<file path="config.mk">
export PLATFORM = sky130hd
export DESIGN_NAME = bus_lane_arbiter_flat
export DESIGN_NICKNAME = d
export VERILOG_FILES = /design/src/rtl/bus_lane_arbiter_if.sv /design/src/rtl/bus_lane_arbiter.sv /design/src/flat_wrapper.sv
export SDC_FILE = /design/constraint.sdc
export NUM_CORES = 1
export LEC_CHECK = 0
export CAP_MARGIN = 20
export CORE_MARGIN = 2
export CORE_UTILIZATION = 30
export CTS_CLUSTER_SIZE = 16
export DETAILED_ROUTE_END_ITERATION = 8
export PLACE_DENSITY = 0.54
export SYNTH_ARGS = -nofsm -noshare
export SYNTH_HDL_FRONTEND = slang
export SYNTH_SLANG_ARGS = --single-unit
</file>
<file path="constraint.sdc">
create_clock -name clk -period 4.41 [get_ports clk]
set_input_delay 0.6615 -clock clk [delete_from_list [all_inputs] [get_ports clk]]
set_output_delay 0.6615 -clock clk [all_outputs]
set_load 0.01 [all_outputs]
</file>
<file path="src/rtl/bus_lane_arbiter_if.sv">
// Handshake bundle between the requesters and the byte-lane bus arbiter.
// The requester side uses the master modport; the arbiter uses the slave modport.
interface bus_lane_arbiter_if #(
  parameter int NREQ = 4
);
  localparam int OW = $clog2(NREQ);

  logic [NREQ-1:0]   req;
  logic [2*NREQ-1:0] req_lanes;
  logic [NREQ-1:0]   gnt;
  logic              enh;
  logic              enl;
  logic              busy;
  logic [OW-1:0]     owner;

  modport master (output req, req_lanes, input gnt, enh, enl, busy, owner);
  modport slave  (input req, req_lanes, output gnt, enh, enl, busy, owner);
endinterface

</file>
<file path="src/rtl/bus_lane_arbiter.sv">
// Round-robin owner of the 16-bit byte-lane bus with a burst limit and lane enables.
// Optional dead cycle between owners: define BUS_LANE_ARB_TURNAROUND_EN.
//
// state  | meaning
// S_IDLE | no owner, outputs zero, arbitrating every cycle
// S_OWN  | gnt/enh/enl driven for r_owner, burst counter running
// S_TURN | one dead cycle after a release (turnaround build only)
module bus_lane_arbiter #(
  parameter int NREQ      = 4,
  parameter int MAX_BURST = 8
) (
  input logic               clk,
  input logic               rst_n,
  bus_lane_arbiter_if.slave bus
);
  localparam int          OW    = $clog2(NREQ);
  localparam logic [7:0]  BURST = 8'(MAX_BURST);
  localparam logic [NREQ-1:0] ONE = {{(NREQ-1){1'b0}}, 1'b1};

`ifdef BUS_LANE_ARB_TURNAROUND_EN
  typedef enum logic [1:0] {S_IDLE = 2'd0, S_OWN = 2'd1, S_TURN = 2'd2} state_t;
`else
  typedef enum logic [1:0] {S_IDLE = 2'd0, S_OWN = 2'd1} state_t;
`endif

  state_t          r_state;
  logic [NREQ-1:0] r_gnt;
  logic            r_enh;
  logic            r_enl;
  logic            r_busy;
  logic [OW-1:0]   r_owner;
  logic [OW-1:0]   r_ptr;
  logic [7:0]      r_cnt;

  logic [NREQ-1:0] w_elig;
  logic            w_found_hi;
  logic            w_found;
  logic [OW-1:0]   w_win_hi;
  logic [OW-1:0]   w_win_lo;
  logic [OW-1:0]   w_win;
  logic [1:0]      w_lanes_hi;
  logic [1:0]      w_lanes_lo;
  logic [1:0]      w_lanes;
  logic            w_owner_req;
  logic            w_contend;
  logic            w_release;
  logic            w_arb;
  logic            w_grant;

  // Indices above r_ptr win first, then wrap to 0..r_ptr, so the previous owner is considered last.
  always_comb begin
    w_elig     = '0;
    w_found_hi = 1'b0;
    w_found    = 1'b0;
    w_win_hi   = '0;
    w_win_lo   = '0;
    w_lanes_hi = 2'b00;
    w_lanes_lo = 2'b00;
    for (int i = NREQ - 1; i >= 0; i--) begin
      w_elig[i] = bus.req[i] & (|bus.req_lanes[2*i +: 2]);
      if (w_elig[i]) begin
        if (i > int'(r_ptr)) begin
          w_found_hi = 1'b1;
          w_win_hi   = OW'(i);
          w_lanes_hi = bus.req_lanes[2*i +: 2];
        end
        w_found    = 1'b1;
        w_win_lo   = OW'(i);
        w_lanes_lo = bus.req_lanes[2*i +: 2];
      end
    end
    w_win   = w_found_hi ? w_win_hi   : w_win_lo;
    w_lanes = w_found_hi ? w_lanes_hi : w_lanes_lo;
  end

  assign w_owner_req = |(bus.req & r_gnt);
  assign w_contend   = |(w_elig & ~r_gnt);
  assign w_release   = (r_state == S_OWN) &&
                       (!w_owner_req || ((r_cnt == BURST) && w_contend));

  always_comb begin
    w_arb = (r_state == S_IDLE);
`ifdef BUS_LANE_ARB_TURNAROUND_EN
    if (r_state == S_TURN) w_arb = 1'b1;
`else
    if (w_release) w_arb = 1'b1;
`endif
  end

  assign w_grant = w_arb && w_found;

  always_ff @(posedge clk or negedge rst_n) begin
    if (!rst_n) begin
      r_state <= S_IDLE;
      r_gnt   <= '0;
      r_enh   <= 1'b0;
      r_enl   <= 1'b0;
      r_busy  <= 1'b0;
      r_owner <= '0;
      r_ptr   <= OW'(NREQ - 1);
      r_cnt   <= '0;
    end else if (w_grant) begin
      r_state <= S_OWN;
      r_gnt   <= ONE << w_win;
      r_enh   <= w_lanes[1];
      r_enl   <= w_lanes[0];
      r_busy  <= 1'b1;
      r_owner <= w_win;
      r_ptr   <= w_win;
      r_cnt   <= 8'd1;
    end else if (r_state == S_OWN && !w_release) begin
      // Uncontended owner at the limit keeps the bus; the count restarts.
      r_cnt <= (r_cnt == BURST) ? 8'd1 : r_cnt + 8'd1;
    end else begin
`ifdef BUS_LANE_ARB_TURNAROUND_EN
      r_state <= w_release ? S_TURN : S_IDLE;
`else
      r_state <= S_IDLE;
`endif
      r_gnt   <= '0;
      r_enh   <= 1'b0;
      r_enl   <= 1'b0;
      r_busy  <= 1'b0;
      r_owner <= '0;
      r_cnt   <= '0;
    end
  end

  assign bus.gnt   = r_gnt;
  assign bus.enh   = r_enh;
  assign bus.enl   = r_enl;
  assign bus.busy  = r_busy;
  assign bus.owner = r_owner;
endmodule

</file>
<file path="src/flat_wrapper.sv">
// flat-port wrapper written by rule: the top's interface ports become plain ports
module bus_lane_arbiter_flat 
#(
  parameter int NREQ      = 4,
  parameter int MAX_BURST = 8
)
  (clk, rst_n, bus_req, bus_req_lanes, bus_gnt, bus_enh, bus_enl, bus_busy, bus_owner);
  bus_lane_arbiter_if #(.NREQ(NREQ)) bus_i ();
  input logic clk;
  input logic rst_n;
  input wire logic [$bits(bus_i.req)-1:0] bus_req;
  input wire logic [$bits(bus_i.req_lanes)-1:0] bus_req_lanes;
  output wire logic [$bits(bus_i.gnt)-1:0] bus_gnt;
  output wire logic [$bits(bus_i.enh)-1:0] bus_enh;
  output wire logic [$bits(bus_i.enl)-1:0] bus_enl;
  output wire logic [$bits(bus_i.busy)-1:0] bus_busy;
  output wire logic [$bits(bus_i.owner)-1:0] bus_owner;
  assign bus_i.req = bus_req;
  assign bus_i.req_lanes = bus_req_lanes;
  assign bus_gnt = bus_i.gnt;
  assign bus_enh = bus_i.enh;
  assign bus_enl = bus_i.enl;
  assign bus_busy = bus_i.busy;
  assign bus_owner = bus_i.owner;
  bus_lane_arbiter #(.NREQ(NREQ), .MAX_BURST(MAX_BURST)) u_core (.clk(clk), .rst_n(rst_n), .bus(bus_i));
endmodule
</file>
### Word level (Yosys, flattened, before mapping)

Cells that the tools add are included.

| word-level totals | value |
|---|---|
| bits in registers | 21 |
| latch bits | 0 |
| memory bits (writable) | 0 |
| memory bits (read-only) | 0 |
| input port bits | 14 |
| output and inout bits | 9 |
| logic and storage cells | 82 |
| memories kept | 0 |

| cells by class | value |
|---|---|
| add/subtract/negate cells | 1 |
| $mul | 0 |
| divide/modulo/power cells | 0 |
| $lt $le $gt $ge | 3 |
| equality and inequality tests | 3 |
| shift-type cells | 1 |
| muxes and demuxes | 45 |
| bitwise operators | 7 |
| reduce and logical (&&, ||, !) cells | 14 |

Operators by type and width:

| kind | number |
|---|---|
| 2-bit 2-to-1 mux | 25 |
| 8-bit 2-to-1 mux | 3 |
| 1-bit 2-to-1 mux | 15 |
| 8-bit by 1-bit adder with 8-bit output (second input constant) | 1 |
| 4-bit bitwise AND | 2 |
| 8-bit by 4-bit equality test with 1-bit output (second input constant) | 1 |
| 4-bit 2-to-1 mux | 2 |
| 2-bit OR reduction | 4 |
| 4-bit OR reduction | 2 |
| 1-bit bitwise AND | 4 |
| 2-bit greater-than comparator (first input constant) | 2 |
| 1-bit logical AND | 4 |
| 4-bit NOT | 1 |
| 1-bit by 2-bit << shifter with 4-bit output (first input constant) | 1 |
| 2-bit by 1-bit equality test with 1-bit output (second input constant) | 1 |
| 1-bit by 2-bit greater-than comparator with 1-bit output (first input constant) | 1 |
| 1-bit logical NOT | 2 |
| 2-bit logical NOT | 1 |
| 2-bit by 1-bit inequality test with 1-bit output (second input constant) | 1 |
| 1-bit logical OR | 1 |

### Longest topological paths before layout

Gate-level depths: netlist of the first run.

| depth | value |
|---|---|
| depth in word-level cells | 11 |
| mapped depth | 8 |
| depth with buffers taken out | 7 |

### Worst setup path after synthesis of the first run

OpenSTA, ideal clock, no wires.

| timing | value |
|---|---|
| path kind | input port to flip-flop |
| start point | input bus_req_lanes[5] |
| end point | register u_core.r_enh, in the netlist u_core.bus.enh |
| library setup time | 0.125 ns |
| data arrival time | 1.765 ns |
| required time | 4.285 ns |
| slack | 2.520 ns |
| stages on the path | 6 |
| path buffers | 1 |
| cell sequence | o21ai_1 -> o22ai_1 -> o21ai_2 -> nand2_4 -> buf_12 -> mux2_4 |

| on the way | value |
|---|---|
| longest elaborated chain between the ends | 10 |
| elaborated cells on any way between the ends | 27 |
| those cells by class | eq/ne (1); mux (16); bitwise (2); reduce/logical (8) |

Ends and longest elaborated chain:

| what | RTL line | source |
|---|---|---|
| start, declared | flat_wrapper.sv:12 | `input wire logic [$bits(bus_i.req_lanes)-1:0] bus_req_lanes;` |
| 2-bit OR reduction | bus_lane_arbiter.sv:60 | `w_elig[i] = bus.req[i] & (\|bus.req_lanes[2*i +: 2]);` |
| 1-bit bitwise AND | bus_lane_arbiter.sv:60 |  |
| 4-bit bitwise AND | bus_lane_arbiter.sv:77 | `assign w_contend = \|(w_elig & ~r_gnt);` |
| 4-bit OR reduction | bus_lane_arbiter.sv:77 |  |
| 1-bit logical AND | bus_lane_arbiter.sv:79 | `(!w_owner_req \|\| ((r_cnt == BURST) && w_contend));` |
| 1-bit logical OR | bus_lane_arbiter.sv:79 |  |
| 1-bit logical AND | bus_lane_arbiter.sv:78 | `assign w_release = (r_state == S_OWN) &&` |
| 1-bit 2-to-1 mux or 1-bit logical NOT (tied branches) | bus_lane_arbiter.sv:86, bus_lane_arbiter.sv:111 |  |
| 1-bit logical AND (on tied branches) | bus_lane_arbiter.sv:90, bus_lane_arbiter.sv:111 |  |
| 2-bit by 1-bit inequality test with 1-bit output (no line) or 1-bit 2-to-1 mux (tied branches) | - |  |
| end signal, assigned | bus_lane_arbiter.sv:105 | `r_enh <= w_lanes[1];` |
| end, declared | bus_lane_arbiter.sv:28 | `logic r_enh;` |

Several ways; a longest one is shown, not always the timed one.
A chain may end at the register's enable or synchronous reset.

### Final worst setup path of the first run

| timing | value |
|---|---|
| start point | input bus_req_lanes[4] |
| end point | register u_core.r_enl, in the netlist u_core.bus.enl |

| on the way | value |
|---|---|
| longest elaborated chain between the ends | 10 |
| elaborated cells on any way between the ends | 27 |
| those cells by class | eq/ne (1); mux (16); bitwise (2); reduce/logical (8) |

Ends and longest elaborated chain:

| what | RTL line | source |
|---|---|---|
| 2-bit OR reduction | bus_lane_arbiter.sv:60 |  |
| 1-bit bitwise AND | bus_lane_arbiter.sv:60 |  |
| 4-bit bitwise AND | bus_lane_arbiter.sv:77 |  |
| 4-bit OR reduction | bus_lane_arbiter.sv:77 |  |
| 1-bit logical AND | bus_lane_arbiter.sv:79 |  |
| 1-bit logical OR | bus_lane_arbiter.sv:79 |  |
| 1-bit logical AND | bus_lane_arbiter.sv:78 |  |
| 1-bit 2-to-1 mux or 1-bit logical NOT (tied branches) | bus_lane_arbiter.sv:86, bus_lane_arbiter.sv:111 |  |
| 1-bit logical AND (on tied branches) | bus_lane_arbiter.sv:90, bus_lane_arbiter.sv:111 |  |
| 2-bit by 1-bit inequality test with 1-bit output (no line) or 1-bit 2-to-1 mux (tied branches) | - |  |
| end signal, assigned | bus_lane_arbiter.sv:106 | `r_enl <= w_lanes[0];` |
| end, declared | bus_lane_arbiter.sv:29 | `logic r_enl;` |

Several ways; a longest one is shown, not always the timed one.

==> results of run 1 <==
[worst min-delay path by stage]
stage	startpoint	to	slack (ps)	depth (start not counted)
floorplan	rst_n	u_core.bus.busy$_DFFE_PN0P_	370	0
finish	u_core.bus.owner[1]$_DFFE_PN0P_	u_core.bus.owner[1]$_DFFE_PN0P_	500	1
CTS	u_core.bus.owner[1]$_DFFE_PN0P_	u_core.bus.owner[1]$_DFFE_PN0P_	510	1
detailed placement	u_core.bus.owner[1]$_DFFE_PN0P_	u_core.bus.owner[1]$_DFFE_PN0P_	480	1
global placement	u_core.bus.owner[1]$_DFFE_PN0P_	u_core.bus.owner[1]$_DFFE_PN0P_	470	1
global route	u_core.bus.owner[1]$_DFFE_PN0P_	u_core.bus.owner[1]$_DFFE_PN0P_	530	1
[cells by family (layout without fill, tap and decap cells)]
| group | count (synthesis) | in the layout | share of synthesized area, % |
|---|---|---|---|
| mux | 8 | 8 | 8.696 |
| flops | 19 | 19 | 40.51 |
| xor+xnor | 6 | 6 | 4.454 |
| buf+inv | 10 | 33 | 4.666 |
| fa+ha+maj | 2 | 2 | 2.121 |
| simple gates | 42 | 42 | 17.07 |
| compound gates | 38 | 38 | 22.48 |
[cell usage after synthesis, drive strengths merged, types with 3 or more instances]
cell	count	area [µm²]
a21oi	6	30.03
a22oi	3	22.52
dfrtp	17	425.4
inv	7	26.28
mux2	6	82.58
nand2	14	60.06
nand2b	3	18.77
nand3	4	20.02
nor2	12	45.04
nor3	4	25.02
o21a	4	30.03
o21ai	9	52.55
xnor2	4	35.03
[layout make-up]
| class | count | area [µm²] | area share, % |
|---|---|---|---|
| clock buffers | 3 | 41.29 | 2.794 |
| inverters | 7 | 26.28 | 1.778 |
| clock inverters | 1 | 5.005 | 0.3387 |
| multi-input cells | 96 | 646.9 | 43.78 |
| well taps | 48 | 60.06 | 4.064 |
| repair buffers | 22 | 220.2 | 14.90 |
| flip-flops and latches | 19 | 478.0 | 32.35 |
[per-stage QoR]
stage | hold WS, ps | power [µW] | instance area (µm²)
4_1_cts | 507.4 | 832.9 | 1478
2_1_floorplan | 365.9 | 587.6 | 1180
3_3_place_gp | 473.2 | 708.9 | 1431
5_1_grt | 527.1 | 891.7 | 1478
3_5_place_dp | 477.5 | 706.5 | 1431
6_report | 500.1 | 822.6 | 1478
[flip-flops by register name (all words and copies together) (netlist names)]
name	cells
u_core.bus.enl	1
u_core.bus.gnt	4
u_core.r_ptr	2
u_core.bus.enh	1
u_core.r_cnt	8
u_core.bus.busy	1
u_core.bus.owner	2
[placed cells by master (no fill, tap or decap), drive strengths merged, types with 2 or more instances in the layout]
cell | Yosys | layout
ha | 2 | 2
clkdlybuf4s50 | 0 | 22
o22ai | 2 | 2
nand3 | 4 | 4
and3 | 2 | 2
nor3 | 4 | 4
o21ai | 9 | 9
o211ai | 2 | 2
nand2 | 14 | 14
nor2 | 12 | 12
xnor2 | 4 | 4
dfstp | 2 | 2
o2bb2ai | 2 | 2
mux2 | 6 | 6
clkbuf | 1 | 3
mux2i | 2 | 2
inv | 7 | 7
o21a | 4 | 4
a21oi | 6 | 6
a22oi | 3 | 3
xor2 | 2 | 2
nand2b | 3 | 3
dfrtp | 17 | 17
[report_power, final]
group	switching (µW)	total, µW	internal, µW
Combinational	189	397	209
Sequential	63.5	305	242
Clock	57.3	120	62.8
[metal layers]
layer / track usage [%] / wire [µm] / share of wire (%)
met1: 19.10 / 1307 / 49
met2: 19.25 / 1165 / 44
met3: 3.547 / 185 / 6.9
met4: 2.806 / 12 / 0.45
met5: 0 / 0 / 0
==> flow_metrics.env, run 1 <==
export IMPL_antennaDiodeCount=0
export IMPL_post_synth_inst_count=125
export IMPL_drv_slew=0
export IMPL_tritoncts_clock_tree="built"
export IMPL_slowest_delay_ps=470
export IMPL_final_util_pct=39.76
export IMPL_htree_levels=1
export IMPL_hold_path_class="register to register"
export IMPL_yosysWarningCount=0
export IMPL_viasPerCell=5.224
export IMPL_synth_area_mm2=0.001180
export IMPL_synth_seq_cells=19
export IMPL_postLayoutSetupSlackWorst_ps=2042
export IMPL_asyncSetResetFlopFracSynth_pct=100.0
export IMPL_status="finished clean"
export IMPL_global_route_wire_length_before_repair_um=4540
export IMPL_synth_main_ff_cell="dfrtp_1"
export IMPL_clkTransAtPathRegs_ps=70
export IMPL_crit_fanout=5
export IMPL_synth_fp_nets=141
export IMPL_netlist_cell_type_count=43
export IMPL_grt_max_degree=20
export IMPL_root_buffer="clkbuf_8"
export IMPL_rr_endpoint="u_core.bus.enl$_DFFE_PN0P_"
export IMPL_grt_setup_unrepaired="no"
export IMPL_finalClockSkew_ps=5.933
export IMPL_pre_cts_ws_ps=1787
export IMPL_placement_io_buffers=22
export IMPL_place_hpwl_um=2025
export IMPL_ys_seq_area_share_pct=40.51
export IMPL_clkSinkCount=19
export IMPL_via_count=1024
export IMPL_numPlacedInstances=192
export IMPL_cts_hold_buf=0
export IMPL_slew_limit_headroom_pct=43.00
export IMPL_totalNegativeSetupSlack_ps=0
export IMPL_number_of_cells_on_the_critical_path=6
export IMPL_die_h_um=66.72
export IMPL_drc_errors=0
export IMPL_core_area_mm2=0.003716
export IMPL_worst_setup_path_start_kind="input pin"
export IMPL_ctsResizeCount=0
export IMPL_fmaxAchievable_mhz=422.3
export IMPL_overflow=0
export IMPL_worst_path_dominant_cell_family="compound AO/OA/AOI/OAI gates"
export IMPL_fin_crit_sh_pct=53.70
export IMPL_layout_cells_non_filler=196
export IMPL_tritoncts_num_buffers=3
export IMPL_detail_route_wl_per_cell_um=13.63
export IMPL_worst_skew_pair_late_latency_ps=260
export IMPL_report_final_setup_viol=0
export IMPL_area_growth_synth_to_finish_pct=25.24
export IMPL_worstSetupPathType="input pin to register"
export IMPL_die_area_mm2=0.004451
export IMPL_number_of_nets_with_antenna_violations_after_routing=0
export IMPL_cts_path_max_buffers=2
export IMPL_fp_row_count=22
export IMPL_wl_um=2671
export IMPL_final_nets=165
export IMPL_critical_path_startpoint="bus_req_lanes[4]"
export IMPL_setup_reg_to_reg_worst_slack_ps=2470
export IMPL_critical_path_reg2reg_startpoint="u_core.r_cnt[5]$_DFF_PN0_"
export IMPL_min_period_ps=2368
export IMPL_critical_path_cell_by_cell="clkdlybuf4s50_1, o21ai_1, nand2_1, a221oi_1, a32oi_1, mux2_2"
export IMPL_drt_pre_antenna_iters=4
export IMPL_grt_pass1_vias=980
export IMPL_max_cap_violations=0
export IMPL_die_w_um=66.72
export IMPL_timing_critical_path_required_ps=4560
export IMPL_cts_post_setup_buffers_inserted=0
export IMPL_highest_delay_cell_along_the_critical_path="clkdlybuf4s50_1"
export IMPL_cellLeakagePower_uw=0.0006186
export IMPL_synth_edff_count=0
export IMPL_io_pins=23
export IMPL_arrival_worst_endpoint_ps=2510
export IMPL_fill_cell_total_of_the_finished_layout=378
export IMPL_setup_worst_path_end="u_core.bus.enl$_DFFE_PN0P_"
export IMPL_antenna_found_initial=0
export IMPL_drive_gt1_share_pct=10.81
export IMPL_floorplan_initialDensity_pct=31.75
export IMPL_globalplace_congestion=0.8906
export IMPL_finalHoldViolations=0
export IMPL_tightestPinTransition_ps=852.4
export IMPL_drt_iter0_drcs=55
export IMPL_endpoint_kind="register"
export IMPL_pwr_density_cell_mw_per_mm2=556.7
export IMPL_critical_path_n_buffers_inverters=1
export IMPL_synth_area_per_cell_um2=9.439
export IMPL_grt_total_usage_pct=13.10
export IMPL_max_vdd_drop_v=0.0002864
export IMPL_timing_reg2reg_worst_path_depth=5
(Power assumes the default switching activity.)
==> inputs of run 2 (changes only) <==
clock period = 2.4 ns   (was 4.41 ns; I/O delays follow)
==> flow_metrics.env, run 2 (synthesized netlist as in run 1, its figures left out) <==
export IMPL_status="finished clean"
export IMPL_fp_row_count=22
export IMPL_root_buffer="clkbuf_8"
export IMPL_postLayoutSetupSlackWorst_ps=295.7
export IMPL_cts_post_setup_buffers_inserted=0
export IMPL_post_dp_cell_area_mm2=0.001454
export IMPL_setup_reg_to_reg_worst_slack_ps=450
export IMPL_highest_delay_cell_along_the_critical_path="clkdlybuf4s50_1"
export IMPL_final_nets=168
export IMPL_drive_gt1_share_pct=11.92
export IMPL_report_final_setup_viol=0
export IMPL_arrival_worst_endpoint_ps=2240
export IMPL_top_reg_by_flops="u_core.r_cnt"
export IMPL_via_count=1061
export IMPL_mostFrequentLayoutCells="clkdlybuf4s50_1 (22), dfrtp_1 (17), nand2_1 (13), nor2_1 (12), inv_1 (7)"
export IMPL_flip_flop_count_of_the_largest_register_after_layout=8
export IMPL_viasPerCell=5.332
export IMPL_layout_commonest_cell="clkdlybuf4s50_1"
export IMPL_endpoint_kind="register"
export IMPL_grt_total_usage_pct=13.71
export IMPL_drt_pre_antenna_iters=4
export IMPL_detail_route_wl_per_cell_um=14.07
export IMPL_max_cap_violations=0
export IMPL_critical_path_cell_by_cell="clkdlybuf4s50_1, o21ai_1, nand2_1, a221oi_1, a32oi_1, mux2_2"
export IMPL_cts_hold_buf=0
export IMPL_pre_cts_ws_ps=87.85
export IMPL_pwr_density_cell_mw_per_mm2=1023
export IMPL_max_vdd_drop_v=0.0004870
export IMPL_worst_skew_pair_late_latency_ps=250
export IMPL_finalPower_uw=1534
export IMPL_min_period_ps=2104
export IMPL_clkSinkCount=19
export IMPL_grt_pass1_vias=1012
export IMPL_critical_path_reg2reg_startpoint="u_core.r_cnt[5]$_DFF_PN0_"
export IMPL_grt_setup_unrepaired="no"
export IMPL_slowest_delay_ps=480
export IMPL_global_route_wire_length_before_repair_um=4671
export IMPL_number_of_nets_with_antenna_violations_after_routing=0
export IMPL_drt_iter0_drcs=64
export IMPL_clkTransAtPathRegs_ps=70
export IMPL_die_area_mm2=0.004451
export IMPL_rr_endpoint="u_core.bus.enl$_DFFE_PN0P_"
export IMPL_post_route_cell_area_mm2=0.001499
export IMPL_worst_path_dominant_cell_family="compound AO/OA/AOI/OAI gates"
export IMPL_slew_limit_headroom_pct=70.73
export IMPL_globalplace_congestion=0.8125
export IMPL_die_w_um=66.72
export IMPL_grt_max_degree=20
export IMPL_antenna_found_initial=0
export IMPL_finalHoldViolations=0
export IMPL_place_hpwl_um=2128
export IMPL_hold_path_class="input pin to async pin"
export IMPL_critical_path_n_buffers_inverters=1
export IMPL_wl_um=2800
export IMPL_placement_io_buffers=22
export IMPL_tritoncts_clock_tree="built"
export IMPL_ctsResizeCount=0
export IMPL_cellLeakagePower_uw=0.0006307
export IMPL_floorplan_initialDensity_pct=31.75
export IMPL_crit_fanout=5
export IMPL_drv_slew=0
export IMPL_overflow=0
export IMPL_fmaxAchievable_mhz=475.2
export IMPL_tightestPinTransition_ps=436.1
export IMPL_drc_errors=0
export IMPL_worstSetupPathType="input pin to register"
export IMPL_fin_crit_sh_pct=87.68
export IMPL_timing_critical_path_required_ps=2540
export IMPL_antennaDiodeCount=0
export IMPL_area_growth_synth_to_finish_pct=27.04
export IMPL_tritoncts_num_buffers=3
export IMPL_core_area_mm2=0.003716
export IMPL_totalNegativeSetupSlack_ps=0
export IMPL_htree_levels=1
export IMPL_cts_path_max_buffers=2
export IMPL_worst_setup_path_start_kind="input pin"
export IMPL_io_pins=23
export IMPL_die_h_um=66.72
export IMPL_finalClockSkew_ps=2.250
export IMPL_timing_reg2reg_worst_path_depth=5
[run 2: changes by cell type in the layout (fill, tap and decap cells not counted)]
cell,previous run,this run
buf_4,0,3
clkbuf_1,0,1
clkinv_2,1,0
[run 2: stage by stage]
stage | cells | hold slack (ps) | utilization [%]
finish | 199 | 440.8 | 40.34
global placement | 195 | 476.1 | 39.12
floorplan | 125 | 64.41 | -
CTS | 199 | 447.7 | 40.34
global route | 199 | 468.2 | 40.34
detailed placement | 195 | 473.7 | 39.12
[run 2: layout make-up]
cell class,instances,area (µm²)
fill,383,2217
multi-input combinational,96,646.9
sequential,19,478.0
timing repair buffer,25,242.7
tap,48,60.06
clock buffer,4,45.04
inverter,7,26.28
[run 2: where the power goes]
part	total [µW]	switching [µW]	internal, µW
logic	752	359	393
clock network	215	97.2	118
registers	567	123	444
total	1530	579	955
[run 2: how the worst max path moves through the flow]
| stage | from | endpoint | cells past startpoint |
|---|---|---|---|
| floorplan | u_core.r_cnt[5]$_DFF_PN0_ | u_core.bus.enh$_DFFE_PN0P_ | 6 |
| finish | bus_req_lanes[4] | u_core.bus.enl$_DFFE_PN0P_ | 6 |
| global route | bus_req_lanes[4] | u_core.bus.enl$_DFFE_PN0P_ | 6 |
| global placement | bus_req_lanes[4] | u_core.bus.enl$_DFFE_PN0P_ | 6 |
| CTS | bus_req_lanes[4] | u_core.bus.enl$_DFFE_PN0P_ | 6 |
| detailed placement | bus_req_lanes[4] | u_core.bus.enl$_DFFE_PN0P_ | 6 |
[run 2: metal layers]
metal	GRT usage, %	vias to the layer above	share of wire (%)
met5	0	-	0
met4	5.102	0	1.4
met3	2.534	4	5.3
met2	19.25	37	43
met1	20.59	510	50
li1	-	510	-
